--- src/rtl/mips_ctrl_pkg.sv ---
// Shared encodings for the multicycle MIPS control FSM: states, opcodes,
// datapath select codes and the bundled control word.
package mips_ctrl_pkg;

    typedef enum logic [3:0] {
        S_FETCH     = 4'd0,
        S_DECODE    = 4'd1,
        S_MEM_ADDR  = 4'd2,
        S_MEM_RD    = 4'd3,
        S_MEM_WB    = 4'd4,
        S_MEM_WR    = 4'd5,
        S_R_EXEC    = 4'd6,
        S_R_WB      = 4'd7,
        S_BRANCH    = 4'd8,
        S_ADDI_EXEC = 4'd9,
        S_ADDI_WB   = 4'd10,
        S_JUMP      = 4'd11
    } state_e;

    localparam logic [5:0] OP_RTYPE = 6'b000000;
    localparam logic [5:0] OP_LW    = 6'b100011;
    localparam logic [5:0] OP_SW    = 6'b101011;
    localparam logic [5:0] OP_BEQ   = 6'b000100;
    localparam logic [5:0] OP_ADDI  = 6'b001000;
    localparam logic [5:0] OP_J     = 6'b000010;

    localparam logic [1:0] ALU_ADD   = 2'b00;
    localparam logic [1:0] ALU_SUB   = 2'b01;
    localparam logic [1:0] ALU_FUNCT = 2'b10;

    localparam logic [1:0] SRCB_REGB    = 2'b00;
    localparam logic [1:0] SRCB_FOUR    = 2'b01;
    localparam logic [1:0] SRCB_IMM     = 2'b10;
    localparam logic [1:0] SRCB_IMM_SH2 = 2'b11;

    localparam logic [1:0] PCSRC_ALU    = 2'b00;
    localparam logic [1:0] PCSRC_ALUOUT = 2'b01;
    localparam logic [1:0] PCSRC_JUMP   = 2'b10;

    typedef struct packed {
        logic       pc_write;
        logic       pc_write_cond;
        logic       i_or_d;
        logic       mem_read;
        logic       mem_write;
        logic       ir_write;
        logic       mem_to_reg;
        logic       reg_dst;
        logic       reg_write;
        logic       alu_src_a;
        logic [1:0] alu_src_b;
        logic [1:0] alu_op;
        logic [1:0] pc_source;
        logic       illegal_op;
    } ctrl_t;

endpackage

--- src/rtl/multicycle_control.sv ---
// Moore control FSM for a multicycle MIPS subset (R-type, lw, sw, beq, addi, j).
// Outputs decode from the current state; only FETCH strobes depend on mem_ready.
module multicycle_control
    import mips_ctrl_pkg::*;
#(
    parameter int OPCODE_W = 6
) (
    input  logic                clk,
    input  logic                reset,
    input  logic [OPCODE_W-1:0] opcode,
    input  logic                mem_ready,
    output logic                pc_write,
    output logic                pc_write_cond,
    output logic                i_or_d,
    output logic                mem_read,
    output logic                mem_write,
    output logic                ir_write,
    output logic                mem_to_reg,
    output logic                reg_dst,
    output logic                reg_write,
    output logic                alu_src_a,
    output logic [1:0]          alu_src_b,
    output logic [1:0]          alu_op,
    output logic [1:0]          pc_source,
    output logic                illegal_op,
    output logic [3:0]          state
);

    state_e state_q;
    state_e state_d;
    ctrl_t  ctrlDec;
    ctrl_t  ctrlOut;

    logic opRtype;
    logic opLw;
    logic opSw;
    logic opBeq;
    logic opAddi;
    logic opJ;
    logic opLegal;

    assign opRtype = (opcode == OPCODE_W'(OP_RTYPE));
    assign opLw    = (opcode == OPCODE_W'(OP_LW));
    assign opSw    = (opcode == OPCODE_W'(OP_SW));
    assign opBeq   = (opcode == OPCODE_W'(OP_BEQ));
    assign opAddi  = (opcode == OPCODE_W'(OP_ADDI));
    assign opJ     = (opcode == OPCODE_W'(OP_J));
    assign opLegal = opRtype | opLw | opSw | opBeq | opAddi | opJ;

    always_ff @(posedge clk) begin
        if (reset) begin
            state_q <= S_FETCH;
        end else begin
            state_q <= state_d;
        end
    end

    // Opcode is only consulted in DECODE and MEM_ADDR, so it may change freely elsewhere.
    always_comb begin
        state_d = state_q;
        case (state_q)
            S_FETCH: begin
                if (mem_ready) state_d = S_DECODE;
            end
            S_DECODE: begin
                if (opRtype)           state_d = S_R_EXEC;
                else if (opLw || opSw) state_d = S_MEM_ADDR;
                else if (opBeq)        state_d = S_BRANCH;
                else if (opAddi)       state_d = S_ADDI_EXEC;
                else if (opJ)          state_d = S_JUMP;
                else                   state_d = S_FETCH;
            end
            S_MEM_ADDR: begin
                if (opLw)      state_d = S_MEM_RD;
                else if (opSw) state_d = S_MEM_WR;
                else           state_d = S_FETCH;
            end
            S_MEM_RD: begin
                if (mem_ready) state_d = S_MEM_WB;
            end
            S_MEM_WR: begin
                if (mem_ready) state_d = S_FETCH;
            end
            S_R_EXEC:    state_d = S_R_WB;
            S_ADDI_EXEC: state_d = S_ADDI_WB;
            S_R_WB,
            S_MEM_WB,
            S_BRANCH,
            S_ADDI_WB,
            S_JUMP:      state_d = S_FETCH;
            default:     state_d = S_FETCH;
        endcase
    end

    always_comb begin
        ctrlDec = '0;
        case (state_q)
            S_FETCH: begin
                ctrlDec.mem_read  = 1'b1;
                ctrlDec.alu_src_b = SRCB_FOUR;
                ctrlDec.alu_op    = ALU_ADD;
                ctrlDec.pc_source = PCSRC_ALU;
                ctrlDec.ir_write  = mem_ready;
                ctrlDec.pc_write  = mem_ready;
            end
            S_DECODE: begin
                ctrlDec.alu_src_b  = SRCB_IMM_SH2;
                ctrlDec.alu_op     = ALU_ADD;
                ctrlDec.illegal_op = ~opLegal;
            end
            S_R_EXEC: begin
                ctrlDec.alu_src_a = 1'b1;
                ctrlDec.alu_src_b = SRCB_REGB;
                ctrlDec.alu_op    = ALU_FUNCT;
            end
            S_R_WB: begin
                ctrlDec.reg_dst   = 1'b1;
                ctrlDec.reg_write = 1'b1;
            end
            S_MEM_ADDR,
            S_ADDI_EXEC: begin
                ctrlDec.alu_src_a = 1'b1;
                ctrlDec.alu_src_b = SRCB_IMM;
                ctrlDec.alu_op    = ALU_ADD;
            end
            S_MEM_RD: begin
                ctrlDec.mem_read = 1'b1;
                ctrlDec.i_or_d   = 1'b1;
            end
            S_MEM_WB: begin
                ctrlDec.mem_to_reg = 1'b1;
                ctrlDec.reg_write  = 1'b1;
            end
            S_MEM_WR: begin
                ctrlDec.mem_write = 1'b1;
                ctrlDec.i_or_d    = 1'b1;
            end
            S_BRANCH: begin
                ctrlDec.alu_src_a     = 1'b1;
                ctrlDec.alu_src_b     = SRCB_REGB;
                ctrlDec.alu_op        = ALU_SUB;
                ctrlDec.pc_write_cond = 1'b1;
                ctrlDec.pc_source     = PCSRC_ALUOUT;
            end
            S_ADDI_WB: begin
                ctrlDec.reg_write = 1'b1;
            end
            S_JUMP: begin
                ctrlDec.pc_write  = 1'b1;
                ctrlDec.pc_source = PCSRC_JUMP;
            end
            default: ctrlDec = '0;
        endcase
    end

    // Reset silences every strobe immediately, before the clock edge lands the FSM in FETCH.
    assign ctrlOut = reset ? ctrl_t'('0) : ctrlDec;
    assign state   = reset ? S_FETCH : state_q;

    assign pc_write      = ctrlOut.pc_write;
    assign pc_write_cond = ctrlOut.pc_write_cond;
    assign i_or_d        = ctrlOut.i_or_d;
    assign mem_read      = ctrlOut.mem_read;
    assign mem_write     = ctrlOut.mem_write;
    assign ir_write      = ctrlOut.ir_write;
    assign mem_to_reg    = ctrlOut.mem_to_reg;
    assign reg_dst       = ctrlOut.reg_dst;
    assign reg_write     = ctrlOut.reg_write;
    assign alu_src_a     = ctrlOut.alu_src_a;
    assign alu_src_b     = ctrlOut.alu_src_b;
    assign alu_op        = ctrlOut.alu_op;
    assign pc_source     = ctrlOut.pc_source;
    assign illegal_op    = ctrlOut.illegal_op;

endmodule

--- config.mk ---
export PLATFORM = sky130hd
export DESIGN_NAME = multicycle_control
export DESIGN_NICKNAME = d
export VERILOG_FILES = /design/src/rtl/mips_ctrl_pkg.sv /design/src/rtl/multicycle_control.sv
export SDC_FILE = /design/constraint.sdc
export NUM_CORES = 1
export LEC_CHECK = 0
export CAP_MARGIN = 20
export CORE_MARGIN = 5
export CORE_UTILIZATION = 38
export CTS_CLUSTER_DIAMETER = 100
export DETAILED_ROUTE_END_ITERATION = 7
export MAX_ROUTING_LAYER = met4
export PLACE_DENSITY = 0.84
export SLEW_MARGIN = 10
export SYNTH_ARGS = -nofsm -noshare
export SYNTH_HDL_FRONTEND = slang
export SYNTH_SLANG_ARGS = --single-unit
export TNS_END_PERCENT = 30
--- constraint.sdc ---
create_clock -name clk -period 1.7 [get_ports clk]
set_input_delay 0.34 -clock clk [delete_from_list [all_inputs] [get_ports clk]]
set_output_delay 0.34 -clock clk [all_outputs]
set_load 0.02 [all_outputs]
# Word level (Yosys, flattened, before mapping)
# Index checks and enable logic that the tools add are counted.
# Widths: inputs -> output; s select.
[classes] n_reduce_logical=9 n_eq_ne=19 mux=26 bitwise_logic=6
[ops] operator="$mux 4" n=9
[ops] operator="$pmux 4 s7" n=1
[ops] operator="$pmux 4 s5" n=1
[ops] operator="$mux 17" n=1
[ops] operator="$eq 4x3->1 const B" n=4
[ops] operator="$eq 4x4->1 const B" n=4
[ops] operator="$eq 6x6->1 const B" n=2
[ops] operator="$mux 1" n=10
[ops] operator="$eq 4x2->1 const B" n=2
[ops] operator="$eq 6x2->1 const B" n=1
[ops] operator="$eq 6x3->1 const B" n=1
[ops] operator="$eq 6x4->1 const B" n=1
[ops] operator="$logic_not 6->1" n=1
[ops] operator="$mux 3" n=2
[ops] operator="$ne 2x2->1 const B" n=3
[ops] operator="$reduce_or 2->1" n=3
[ops] operator="$or 1x1->1" n=5
[ops] operator="$eq 4x1->1 const B" n=1
[ops] operator="$logic_not 4->1" n=1
[ops] operator="$pmux 2 s2" n=1
[ops] operator="$reduce_or 4->1" n=1
[ops] operator="$reduce_and 3->1" n=1
[ops] operator="$reduce_or 3->1" n=1
[ops] operator="$pmux 1 s2" n=1
[ops] operator="other kinds (2)" n=2
[totals] elab_cells=61 out_inout_bits=21 inputBits=9 register_bits=4

# Logic depth before layout (Yosys ltp)
[depth] ltp_word=9 mapped_depth=6 depth_no_buf=5

# Worst setup path after synthesis
# Ideal clock, no wire load.
[synth_path] path_kind="register -> output" start="reg state_q[0]" end="out pc_write" path_buffers=1 arrival_ns=1.502 slack_ns=-0.142 t_required_ns=1.360 stages_incl_launch_ff=6 path_cell_list="dfxtp_1 > buf_6 > nor2b_1 > nand2_1 > nor2_1 > or2_2"
[synth_between] elab_chain_cells=3 elab_cells_between_ends=4 classes_between="1 x eq/ne; 2 x mux; 1 x reduce/logical"
[synth_lines] item="start: declaration" line="multicycle_control.sv:29" text="state_e state_q;"
[synth_lines] item="start signal: assignment" line="multicycle_control.sv:54" text="state_q <= state_d;"
[synth_lines] item="$eq 4x4->1 or $logic_not 4->1 (tied branches)" line="multicycle_control.sv:97" text="case (state_q)"
[synth_lines] item="$pmux 1 s2 *" line="multicycle_control.sv:97"
[synth_lines] item="$mux 17 *" line="multicycle_control.sv:157" text="assign ctrlOut = reset ? ctrl_t'('0) : ctrlDec;"
[synth_lines] item="end: declaration" line="multicycle_control.sv:12" text="output logic pc_write,"
# Every way passes the cells marked *; elsewhere a longest branch is shown, timed or not.

# Final worst setup path
[layout_path] start="reg state_q[3]" end="out alu_op[1]"
[layout_between] elab_chain_cells=4 elab_cells_between_ends=9 classes_between="5 x eq/ne; 2 x mux; 2 x reduce/logical"
[layout_lines] item="$eq 4x2->1 or $eq 4x4->1 (tied branches)" line="multicycle_control.sv:97"
[layout_lines] item="$reduce_or 2->1" line="multicycle_control.sv:97"
[layout_lines] item="$pmux 4 s5 *" line="multicycle_control.sv:97"
[layout_lines] item="$mux 17 *" line="multicycle_control.sv:157"
[layout_lines] item="end: declaration" line="multicycle_control.sv:23" text="output logic [1:0] alu_op,"
# Marks and branches as above.

==> impl_metrics.py <==
metrics = {
    "timing": {
        "setup_violations": 1,
        "setup_tns_ns": -0.0261,
        "skew_ns": 0.0157,
        "min_period_ns": 1.73,
        "rsz0062_at_grt": "true",
        "max_freq_mhz": 579,
        "hold_viol": 0,
        "worst_pin_slew_ns": 0.448,
        "period_share_pct": 102,
        "setup_ws_ns": -0.0261,
        "relSlewSlack_pct": 69.4,
        "slew_viol_final": 0,
    },
    "synthesis": {
        "synth.avg_cell_area_um2": 6.73,
        "synth_edf_count": 0,
        "netlist_instances": 85,
        "synthAdderAreaFrac_pct": 0,
        "yosys.area_share.simple_pct": 42.9,
        "synth_xor_area_share_pct": 6.13,
        "synthArstFlopShare_pct": 0,
        "yosysMostFrequentCell": "nor2_1",
        "synth_compound_area_share_pct": 24.9,
        "yosys-top-cells-area": "dfxtp_1 (14%), nor2_1 (9.8%), and3_1 (6.6%), nor3_1 (5.3%), xor2_1 (4.6%)",
        "synthFlopType": "dfxtp_1",
        "syn_nets": 94,
        "yosys_warnings": 0,
        "synth_top_area_share_pct": 14.0,
        "ys_seq_area_share_pct": 14.0,
        "synthTopCellsByCount": "nor2_1 (15), and3_1 (6), nor3_1 (6)",
        "synth_top_family_by_area": "simple AND/OR/NAND/NOR gates",
        "synth.distinct_cells": 35,
        "ys_seq_elements": 4,
        "synth_area_leader_cell": "dfxtp_1",
        "synth_area_um2": 572,
        "synth_mux_area_share_pct": 2.63,
    },
    "worst_setup_path": {
        "slowest_stage": "dfxtp_4",
        "path_class": "flip-flop to primary output",
        "cp_cell_sequence": "nor2_1 > nand2_2 > nor3_2 > clkdlybuf4s15_2",
        "slowest_delay_ns": 0.36,
        "worstPathRequired_ns": 1.36,
        "arrival_ns": 1.39,
        "cp-end-kind": "primary output",
        "cp_max_fo": 7,
        "crit_path_start_kind": "flip-flop",
    },
    "clock_network": {
        "clockRootBuffer": "clkbuf_4",
        "hold_buffers": 0,
        "cts_buffers": 3,
        "cts.sinks": 4,
        "cts_tree": "built",
        "cts_buffer_depth": 2,
        "htree_levels": 1,
        "clk_latency_ns": 0.26,
        "clk_pin_slew_worst_paths_ns": 0.05,
    },
    "placed_design": {
        "finalWeightedCongestion": 0.950,
        "io_buffers": 29,
        "dpl.hpwl_um": 1840,
    },
    "power_and_ir_drop": {
        "p_leak_nw": 0.540,
        "power.density_nw_per_um2": 423,
        "ir_worst_vdd_v": 0.000388,
        "p_total_mw": 0.457,
    },
    "floorplan": {
        "io_pins": 30,
        "dieWidth_um": 48.8,
        "start_util_pct": 38.9,
        "core_area_um2": 1470,
        "rows": 14,
        "die_h_um": 48.8,
        "die-area_um2": 2380,
    },
    "layout": {
        "largest_register_ffs": 4,
        "syn2layout_area_growth_pct": 89.1,
        "antenna_cells": 0,
        "final_nets": 151,
        "drive_above_1_share_pct": 53.6,
        "regMostFlops": "state_q",
        "reg.largest.list": "state_q (4)",
    },
    "route": {
        "drc": 0,
        "vias": 923,
        "wl_um": 2590,
        "ant_nets": 0,
        "drtPass1Iterations": 4,
        "viasPerCell": 5.92,
        "drtIter0Drc": 25,
        "avgRoutedWirePerCell_um": 16.6,
    },
    "flow_run": {
        "maxCapViolCount": 0,
    },
    "global_route": {
        "grt_pass1_vias": 918,
        "grt_pass1_wl_um": 4040,
        "overflow": 0,
        "gr-usage-all-layers_pct": 21.8,
        "grt_max_degree": 15,
        "antenna_found_initial": 0,
    },
    "outcome": {
        "status": "finished with violations",
        "violations": "setup timing",
    },
    "worst_hold_path": {
        "worstHoldPathType": "primary input to flip-flop",
    },
}
[critical path, delay by kind of cell (launching register included)]
kind	cells	cell delay, ns
AND/OR/NAND/NOR	3	0.47
flip-flops	1	0.36
buffers and inverters	1	0.29
[metrics by stage]
stage	hold WS [ns]	cell area, um^2	std cells	utilization [%]	setup slack, ns
2_1_floorplan	0.563	577	85	-	0.100
3_3_place_gp	0.641	1050	151	71.7	-0.653
3_5_place_dp	0.627	1050	151	71.7	-0.719
4_1_cts	0.642	1090	155	74.0	-0.0665
5_1_grt	0.608	1080	156	73.5	-0.103
6_report	0.590	1080	156	73.5	-0.0261
[path summary, 6_finish.rpt]
| path | cells after the start | slack (ns) | from | end |
|---|---|---|---|---|
| worst min register to register | 2 | 0.63 | state_q[2]$_SDFFE_PP0P_ | state_q[3]$_SDFFE_PP0P_ |
| worst max register to register | 6 | 0.10 | state_q[1]$_SDFFE_PP0P_ | state_q[2]$_SDFFE_PP0P_ |
| worst max-delay path | 4 | -0.03 | state_q[3]$_SDFFE_PP0P_ | alu_op[1] |
| worst min-delay path | 4 | 0.59 | mem_ready | state_q[1]$_SDFFE_PP0P_ |
[power breakdown]
part           total, mW  internal, mW  leakage (nW)  switching (mW)
clock network      0.132        0.0798        0.0138          0.0524
registers          0.109        0.0973        0.0352          0.0114
logic              0.216         0.104         0.491           0.113
[per-layer routing]
layer / track usage (%) / share of wire (%) / vias to the layer above / wire, um
li1: - / - / 425 / -
met1: 21.0 / 37 / 422 / 963
met2: 38.7 / 50 / 64 / 1290
met3: 4.59 / 8.1 / 12 / 211
met4: 14.3 / 4.9 / 0 / 126
met5: - / 0 / - / 0
[layout make-up]
cell class,count,area [um^2]
sequential,4,92.6
fill,99,390
inverter,3,11.3
clock buffer,3,22.5
tap,16,20.0
multi-input combinational,71,497
timing repair buffer,59,438
[cells by family (layout without fill, tap and decap cells)]
logic type	Yosys count	count (layout)
simple gates	45	45
compound gates	21	21
buf+inv	10	65
xor+xnor	4	4
flops	4	4
mux	1	1
[repair_timing]
item | in CTS | in global routing
setup buffers | 1 | 1
pin swaps | 4 | 4
endpoints found under the setup margin | 21 | 18
resized for setup | 81 | 32
[cell usage in the layout, fill, tap and decap left out, drive strengths merged, types with 5 or more instances in the layout]
cell and count:
a21oi 5, and3 6, buf 41, clkbuf 10, dlygate4sd2 6, nand2 5, nor2 15, nor3 6
o21ai 5
No activity file was read; power rests on OpenSTA's default activity.
